--- config.mk ---
export PLATFORM = sky130hd
export DESIGN_NAME = spi_frame_rx
export DESIGN_NICKNAME = d
export VERILOG_FILES = /design/src/rtl/spi_frame_rx.sv
export SDC_FILE = /design/constraint.sdc
export NUM_CORES = 1
export LEC_CHECK = 0
export CORE_MARGIN = 4
export CORE_UTILIZATION = 50
export DETAILED_ROUTE_END_ITERATION = 12
export DONT_BUFFER_PORTS = 1
export SYNTH_ARGS = -nofsm -noshare
export SYNTH_HDL_FRONTEND = slang
export SYNTH_SLANG_ARGS = --single-unit
--- constraint.sdc ---
create_clock -name clk -period 4.8 [get_ports clk]
set_clock_uncertainty 0.05 [all_clocks]
set_input_delay 0.24 -clock clk [delete_from_list [all_inputs] [get_ports clk]]
set_output_delay 0.24 -clock clk [all_outputs]
set_load 0.01 [all_outputs]
--- src/rtl/spi_frame_rx.sv ---
// SPI slave frame receiver: input synchronisers, frame assembly with length check, FWFT frame FIFO.
// Optional saturating error counter with err_clr/err_count ports when SPI_ERR_CNT_EN is defined.
module spi_frame_rx #(
    parameter int BYTES_PER_FRAME = 2,
    parameter int FIFO_DEPTH      = 4,
    parameter int SYNC_STAGES     = 2,
    parameter bit SAMPLE_RISE     = 1'b1
) (
    input  logic                         clk,
    input  logic                         reset,
    input  logic                         sck,
    input  logic                         sdi,
    input  logic                         cs,
    output logic [8*BYTES_PER_FRAME-1:0] frame_data,
    output logic                         frame_valid,
    input  logic                         frame_ready,
    output logic                         busy,
    output logic                         err_short,
    output logic                         err_long,
`ifdef SPI_ERR_CNT_EN
    input  logic                         err_clr,
    output logic [7:0]                   err_count,
`endif
    output logic                         err_ovf
);
    localparam int FW = 8 * BYTES_PER_FRAME;
    localparam int CW = $clog2(FW + 2);
    localparam int AW = $clog2(FIFO_DEPTH);
    localparam int PW = AW + 1;
    localparam int WW = $clog2(SYNC_STAGES + 1);

    typedef enum logic {IDLE, RECV} state_e;

    logic [SYNC_STAGES-1:0] sck_sync_q, sdi_sync_q, cs_sync_q;
    logic                   sck_prev_q, cs_prev_q;
    logic [WW-1:0]          warm_q;
    logic                   armed_q;
    logic                   sck_s, sdi_s, cs_s;
    logic                   sck_rise, sck_fall, bit_stb, cs_fall, cs_rise;

    assign sck_s = sck_sync_q[SYNC_STAGES-1];
    assign sdi_s = sdi_sync_q[SYNC_STAGES-1];
    assign cs_s  = cs_sync_q[SYNC_STAGES-1];

    always_ff @(posedge clk or negedge reset) begin
        if (!reset) begin
            sck_sync_q <= '0;
            sdi_sync_q <= '0;
            cs_sync_q  <= '1;
            sck_prev_q <= 1'b0;
            cs_prev_q  <= 1'b1;
            warm_q     <= '0;
            armed_q    <= 1'b0;
        end else begin
            sck_sync_q <= {sck_sync_q[SYNC_STAGES-2:0], sck};
            sdi_sync_q <= {sdi_sync_q[SYNC_STAGES-2:0], sdi};
            cs_sync_q  <= {cs_sync_q[SYNC_STAGES-2:0], cs};
            sck_prev_q <= sck_s;
            cs_prev_q  <= cs_s;
            if (warm_q != WW'(SYNC_STAGES))
                warm_q <= warm_q + WW'(1);
            // Arm only once the synchronisers hold real pin values and cs has been seen high,
            // so a cs already low when reset releases does not start a frame.
            if (warm_q == WW'(SYNC_STAGES) && cs_s)
                armed_q <= 1'b1;
        end
    end

    assign sck_rise = sck_s & ~sck_prev_q;
    assign sck_fall = ~sck_s & sck_prev_q;
    assign bit_stb  = SAMPLE_RISE ? sck_rise : sck_fall;
    assign cs_fall  = armed_q & cs_prev_q & ~cs_s;
    assign cs_rise  = cs_s & ~cs_prev_q;
    assign busy     = ~cs_s;

    state_e         state_q;
    logic [FW-1:0]  shreg_q;
    logic [CW-1:0]  cnt_q;
    logic           long_q;
    logic           err_short_q, err_long_q, err_ovf_q;

    logic [FW-1:0]  mem_q [FIFO_DEPTH];
    logic [PW-1:0]  wr_ptr_q, rd_ptr_q, rd_ptr_d;
    logic           frame_valid_q;
    logic [FW-1:0]  frame_data_q;
    logic           full, pop, push, eval_good;

    assign full      = (wr_ptr_q - rd_ptr_q) == PW'(FIFO_DEPTH);
    assign pop       = frame_valid_q & frame_ready;
    assign eval_good = (state_q == RECV) & cs_rise & (cnt_q == CW'(FW));
    assign push      = eval_good & (~full | pop);
    assign rd_ptr_d  = rd_ptr_q + PW'(pop);

    always_ff @(posedge clk or negedge reset) begin
        if (!reset) begin
            state_q     <= IDLE;
            shreg_q     <= '0;
            cnt_q       <= '0;
            long_q      <= 1'b0;
            err_short_q <= 1'b0;
            err_long_q  <= 1'b0;
            err_ovf_q   <= 1'b0;
        end else begin
            err_short_q <= 1'b0;
            err_long_q  <= 1'b0;
            err_ovf_q   <= 1'b0;
            case (state_q)
                IDLE: begin
                    if (cs_fall) begin
                        state_q <= RECV;
                        shreg_q <= '0;
                        cnt_q   <= '0;
                        long_q  <= 1'b0;
                    end
                end
                RECV: begin
                    if (cs_rise) begin
                        state_q     <= IDLE;
                        err_short_q <= cnt_q < CW'(FW);
                        err_long_q  <= long_q;
                        err_ovf_q   <= eval_good & full & ~pop;
                    end else if (bit_stb) begin
                        if (cnt_q < CW'(FW)) begin
                            shreg_q <= {shreg_q[FW-2:0], sdi_s};
                            cnt_q   <= cnt_q + CW'(1);
                        end else begin
                            long_q <= 1'b1;
                            cnt_q  <= CW'(FW + 1);
                        end
                    end
                end
                default: state_q <= IDLE;
            endcase
        end
    end

    always_ff @(posedge clk) begin
        if (push)
            mem_q[wr_ptr_q[AW-1:0]] <= shreg_q;
    end

    // Output register sees pushes one cycle late, which gives the fixed cs-to-valid latency.
    always_ff @(posedge clk or negedge reset) begin
        if (!reset) begin
            wr_ptr_q      <= '0;
            rd_ptr_q      <= '0;
            frame_valid_q <= 1'b0;
            frame_data_q  <= '0;
        end else begin
            wr_ptr_q      <= wr_ptr_q + PW'(push);
            rd_ptr_q      <= rd_ptr_d;
            frame_valid_q <= wr_ptr_q != rd_ptr_d;
            frame_data_q  <= (wr_ptr_q != rd_ptr_d) ? mem_q[rd_ptr_d[AW-1:0]] : '0;
        end
    end

    assign frame_valid = frame_valid_q;
    assign frame_data  = frame_data_q;
    assign err_short   = err_short_q;
    assign err_long    = err_long_q;
    assign err_ovf     = err_ovf_q;

`ifdef SPI_ERR_CNT_EN
    logic [7:0] err_count_q;

    always_ff @(posedge clk or negedge reset) begin
        if (!reset)
            err_count_q <= '0;
        else if (err_clr)
            err_count_q <= '0;
        else if ((err_short_q | err_long_q | err_ovf_q) && err_count_q != 8'hFF)
            err_count_q <= err_count_q + 8'd1;
    end

    assign err_count = err_count_q;
`endif

endmodule

* After elaboration in Yosys (flattened, before gate mapping)
Memories as Yosys holds them, arrays and structs flattened.
Cells that the tools add are included.
** Storage, ports and cells
- Memory bits (writable) :: 64
- Register bits after elaboration :: 60
- Logic and storage cells :: 83
- Bits of input ports :: 6
- Memories kept :: 1
** Operators by class
- Bitwise operators :: 17
- Mux-type cells :: 27
- $lt $le $gt $ge :: 1
- Add/subtract/negate cells :: 5
- Equal/unequal tests :: 10
- Reductions and logical operators :: 4
** Memory list
- mem_q :: depth 4, bits a word 16, read ports 1, clocked after Yosys merged registers in 0, wr ports 1, RTL line 82 : logic [FW-1:0] mem_q [FIFO_DEPTH];
** Operators by type and width (number)
- two-way mux 16 bit :: 5
- case mux 16 bit (2 select lines) :: 1
- two-way mux 5 bit :: 4
- two-way mux 1 bit :: 14
- bitwise AND 1 bit :: 10
- != test 2 bit (second input constant) :: 5
- case mux 5 bit (2 select lines) :: 1
- AND reduction 4 bit :: 2
- adder 3 x 1 -> 3 bit :: 2
- inverter 1 bit :: 6
- adder 5 x 1 -> 5 bit (second input constant) :: 1
- == test 5 bit (second input constant) :: 1
- less-than comparator 5 bit (second input constant) :: 1
- case mux 1 bit (2 select lines) :: 2
- == test 3 bit (second input constant) :: 1
- != test 3 bit :: 1
- AND reduction 3 bit :: 1
- subtractor 3 bit :: 1
- adder 2 x 1 -> 2 bit (second input constant) :: 1
- == test 2 bit (second input constant) :: 1
- != test 2 x 1 -> 1 bit (second input constant) :: 1
- logical AND 1 bit :: 1
- OR 1 bit :: 1

* Logic depth before layout (Yosys ltp)
- Depth after elaboration :: 8
- Depth in mapped cells :: 9

* Worst setup path after synthesis
No wires, ideal clock.
- Path type :: reg2reg
- Start :: register cnt_q[0]
- End :: memory mem_q[0][0] in the netlist's numbering, enable pin
- Required time :: 4.272 ns
- Path slack :: 0.578 ns
- Data arrival time :: 3.695 ns
- Period minus slack after synthesis :: 4.222 ns
- Cell stages (with the launch flop) :: 6
- Cells stage by stage :: dfrtp_1 -> inv_1 -> ha_1 -> nor4bb_1 -> nand3_1 -> a2111oi_0
** Between the ends
- Cells in the longest elaborated chain, start to end :: 5
** Ends and longest elaborated chain
- start: declaration :: RTL line 78 : logic [CW-1:0] cnt_q;
- start signal: assignment :: RTL line 125 : cnt_q <= cnt_q + CW'(1);
- start signal: assignment :: RTL line 128 : cnt_q <= CW'(FW + 1);
- == test 5 bit :: RTL line 90 : assign eval_good = (state_q == RECV) & cs_rise & (cnt_q == CW'(FW));
- bitwise AND 1 bit :: RTL line 90
- bitwise AND 1 bit :: RTL line 91 : assign push = eval_good & (~full | pop);
- two-way mux 1 bit :: RTL line 138 : if (push)
- two-way mux 1 bit (not written as such) :: RTL line 139 : mem_q[wr_ptr_q[AW-1:0]] <= shreg_q;
- end: declaration :: RTL line 82
No other way between the ends.

* Worst setup path after layout
- Start :: register frame_valid_q, in the netlist frame_valid
- End :: register frame_data_q[0], in the netlist frame_data[0]
** Between the ends
- Cells in the longest elaborated chain, start to end :: 4
** Ends and longest elaborated chain
- start: declaration :: RTL line 84 : logic frame_valid_q;
- start signal: assignment :: RTL line 152 : frame_valid_q <= wr_ptr_q != rd_ptr_d;
- bitwise AND 1 bit (*) :: RTL line 89 : assign pop = frame_valid_q & frame_ready;
- adder 3 x 1 -> 3 bit (*) :: RTL line 92 : assign rd_ptr_d = rd_ptr_q + PW'(pop);
- via rd_ptr_d[1] :: RTL line 83 : logic [PW-1:0] wr_ptr_q, rd_ptr_q, rd_ptr_d;
- memory read (4 x 16 bit) or != test 3 bit (tied branches)
- two-way mux 16 bit (*) :: RTL line 153 : frame_data_q <= (wr_ptr_q != rd_ptr_d) ? mem_q[rd_ptr_d[AW-1:0]] : '0;
- end signal: assignment :: RTL line 153
- end: declaration :: RTL line 85 : logic [FW-1:0] frame_data_q;
Mark *: on every way through the listed nets, which the timed path passes. The rest lies on a longest branch.
A chain may end at the register's enable or synchronous reset.

==> key figures <==
Setup path
  • FF-to-FF path depth: 7
  • Critical Path AT: 3.15 ns
  • R2r setup slk: 1.98 ns
  • CP Class: register to register
  • CP max stage cell: ha_1
  • CP dominant cell by count: ha_1
  • Critical path fanouts, max: 18
  • CP max stage delay: 0.84 ns
  • Crit path launch type: register
  • CP Data Required Time: 5.13 ns
  • CP endpoint kind: register
  • CP cell instances: nand2_1 -> inv_1 -> ha_1 -> ha_1 -> xor2_1 -> nor3_4 -> and2b_2
  • Worst r2r src: frame_valid
  • Reg-to-reg endpoint: frame_data[0]

Finish
  • Final non-filler cell total: 397
  • N_diodes: 0
  • Post-route cell area: 5500 um2
  • Commonest non-fill, non-tap cells in the layout: edfxtp_1 (64), dfrtp_1 (57), mux4_2 (16), a22o_1 (16), clkbuf_16 (16)
  • Most common library cell in the layout ignoring fill and taps: edfxtp_1
  • Finished Core Util: 60.1%
  • Filler cell count: 644
  • Area grow syn2layout: 17.8%
  • Area of the multi-input gates: 1160 um2
  • Storage element area: 3430 um2
  • Final net count: 288
  • Layout cell share with drive strength beyond 1: 25.2%

Clocking
  • Clk buf depth: 2
  • CTS clk-pin slew, worst paths: 0.06 ns
  • Post-cts sizing count: 0
  • # hold bufs at CTS: 5
  • Clock H-tree levels: 4
  • Clock sinks: 124
  • Post-CTS Setup Bufs: 0
  • Cell chosen for the clock root: clkbuf_8
  • CTS tree: done
  • Clk_lat worst skew: 0.50 ns
  • Num CTS Buffers: 17

Drt
  • Via count: 2,191
  • Via/cell ratio: 5.52
  • Post-route DRC: 0
  • Routed WL per cell: 18.7 um
  • WL final: 7430 um
  • Pre-Repair DR Iteration Count: 4
  • Routed Antenna Nets: 0
  • Iter 0 DRT Violations: 71

Global routing
  • Initial antenna violation count: 0
  • First-pass GRT wire length: 12,600 um
  • Gr ovfl total: 0
  • GRT Util Overall: 15.3%
  • Largest net degree at the start of global routing: 61
  • Vias in the first global route: 2,277

STA
  • Max-slew violations: 0
  • RSZ-0062 raised after global routing: false
  • Endpoints failing setup: 0
  • Final TNS setup: 0 ns
  • Hold Violations, Final: 0
  • Period utilization: 58.8%
  • Minimum clock period: 2.82 ns
  • Fmax: 355 MHz
  • Worst slew pin tran: 0.850 ns
  • Slew HR: 43.3%

Logic synthesis
  • Area share of the largest cell type after synthesis: 41.1%
  • Syn nets: 269
  • Compound-Gate Fraction of Synth Area: 5.71%
  • Count of flip-flops with a built-in enable after synthesis: 64
  • Main synth FF type: edfxtp_1
  • Area leader, netlist: edfxtp_1
  • Xor/xnor share of the synthesized area: 1.90%
  • #FFs+latches synth: 124
  • Seq/Total Area, Yosys: 73.4%
  • Synth warn: 0
  • Post-Syn Area per Cell: 18.4 um2
  • Share of flip-flops with an asynchronous set or reset: 48.4%
  • Synth cell types: 37
  • Multiplexer share of the synthesized area: 7.93%
  • Simple-Gate Fraction of Synth Area: 6.43%
  • Post-synthesis cell count: 254
  • Mapped cell area: 4670 um2
  • Adder-cell share of the synthesized area: 2.41%
  • Main combinational cell family by area after synthesis: multiplexers
  • Area contributors post-synth: edfxtp_1 (41%), dfrtp_1 (31%), mux4_2 (7.7%)

Power
  • Leakage Power: 2.16 nW
  • PD cells: 580 nW/um2
  • Tot Pwr: 0.00319 W
  • Worst VDD drop: 0.000276 V

Placed design
  • Post-DP HPWL: 4290 um
  • Routability cong.: 0.743
  • Buffers on Ports: 0
  • Placed Instances: 360
  • Placed inst area: 4800 um2

Floorplan
  • Die ar.: 11,000 um2
  • Num rows: 35
  • Core ar.: 9150 um2
  • Die X: 105 um
  • Die H: 105 um
  • IO Pins: 27
  • Initial core utilization: 51.0%

Run status
  • Status: complete, no violations

Run
  • Max Cap Viol: 0

Hold path
  • HP Class: primary input to asynchronous set/reset pin
-- worst max-delay path, delay by kind of cell, from the launching register on --
family | cells | cell delay (ns)
buf+inv | 1 | 0.05
flops | 1 | 0.41
xor+xnor | 1 | 0.22
fa+ha+maj | 2 | 1.01
simple gates | 3 | 0.95
-- worst max-delay path by stage --
stage                           start            end  slack [ns]
after detailed placement  frame_valid  frame_data[5]        1.95
final                     frame_valid  frame_data[0]        1.98
after CTS                 frame_valid  frame_data[0]        1.88
after global placement    frame_valid  frame_data[5]        2.04
after global routing      frame_valid  frame_data[1]        1.75
after floorplan              cnt_q[0]    mem_q[0][0]        0.58
-- state kept, by name, indices dropped and copies added, names as in the netlist --
signal       count
armed_q          1
cnt_q            5
cs_prev_q        1
cs_sync_q        2
err_long         1
err_ovf          1
err_short        1
frame_data      16
frame_valid      1
long_q           1
mem_q           64
rd_ptr_q         3
sck_prev_q       1
sck_sync_q       2
sdi_sync_q       2
shreg_q         16
state_q          1
warm_q           2
wr_ptr_q         3
-- cells by family after synthesis --
family | after synthesis
AOI/OAI and AO/OA | 33
xor gates and xnor gates | 8
adders and majority gates | 9
buffers and inverters | 19
DFF | 124
muxes | 17
and+or+nand+nor | 44
-- cells in the mapped netlist, drive strengths merged, types with 3 or more instances --
| master | n |
|---|---|
| xnor2 | 3 |
| a22o | 16 |
| nor2b | 13 |
| a2111oi | 4 |
| nand2b | 3 |
| nand2 | 6 |
| edfxtp | 64 |
| inv | 9 |
| a31oi | 4 |
| ha | 9 |
| dfstp | 3 |
| mux4 | 16 |
| and3 | 4 |
| dfrtp | 57 |
| nor2 | 3 |
| and2b | 7 |
| buf | 9 |
| xor2 | 4 |
-- layout make-up --
class	instances	area share, %
tap	111	2.52
clock buffer	18	7.59
clock inverter	14	3.96
multi-input combinational	111	21.1
timing repair buffer	10	1.91
inverter	9	0.614
sequential	124	62.3
-- metal layers --
layer  vias to the layer above  part of all wire, %  GRT usage, %
li1                       1011                    -             -
met3                        10                  3.8          4.82
met5                         -                    0             0
met4                         0                  1.4          6.00
met2                        46                   50          23.2
met1                      1124                   45          20.9
-- through the flow --
stage | worst slack [ns] | hold slack, ns
2_1_floorplan | 0.578 | -0.106
3_3_place_gp | 2.04 | -0.104
3_5_place_dp | 1.95 | -0.103
4_1_cts | 1.88 | 0.209
5_1_grt | 1.75 | 0.224
6_report | 1.98 | 0.236
-- power by group --
group / internal [W] / total [W] / switching (W) / leakage (nW)
clock: 0.000898 / 0.00135 / 0.000451 / 0.303
sequential: 0.00121 / 0.00129 / 0.0000786 / 1.32
combinational: 0.000285 / 0.000554 / 0.000268 / 0.540
Power figures use the tool's default switching activity.
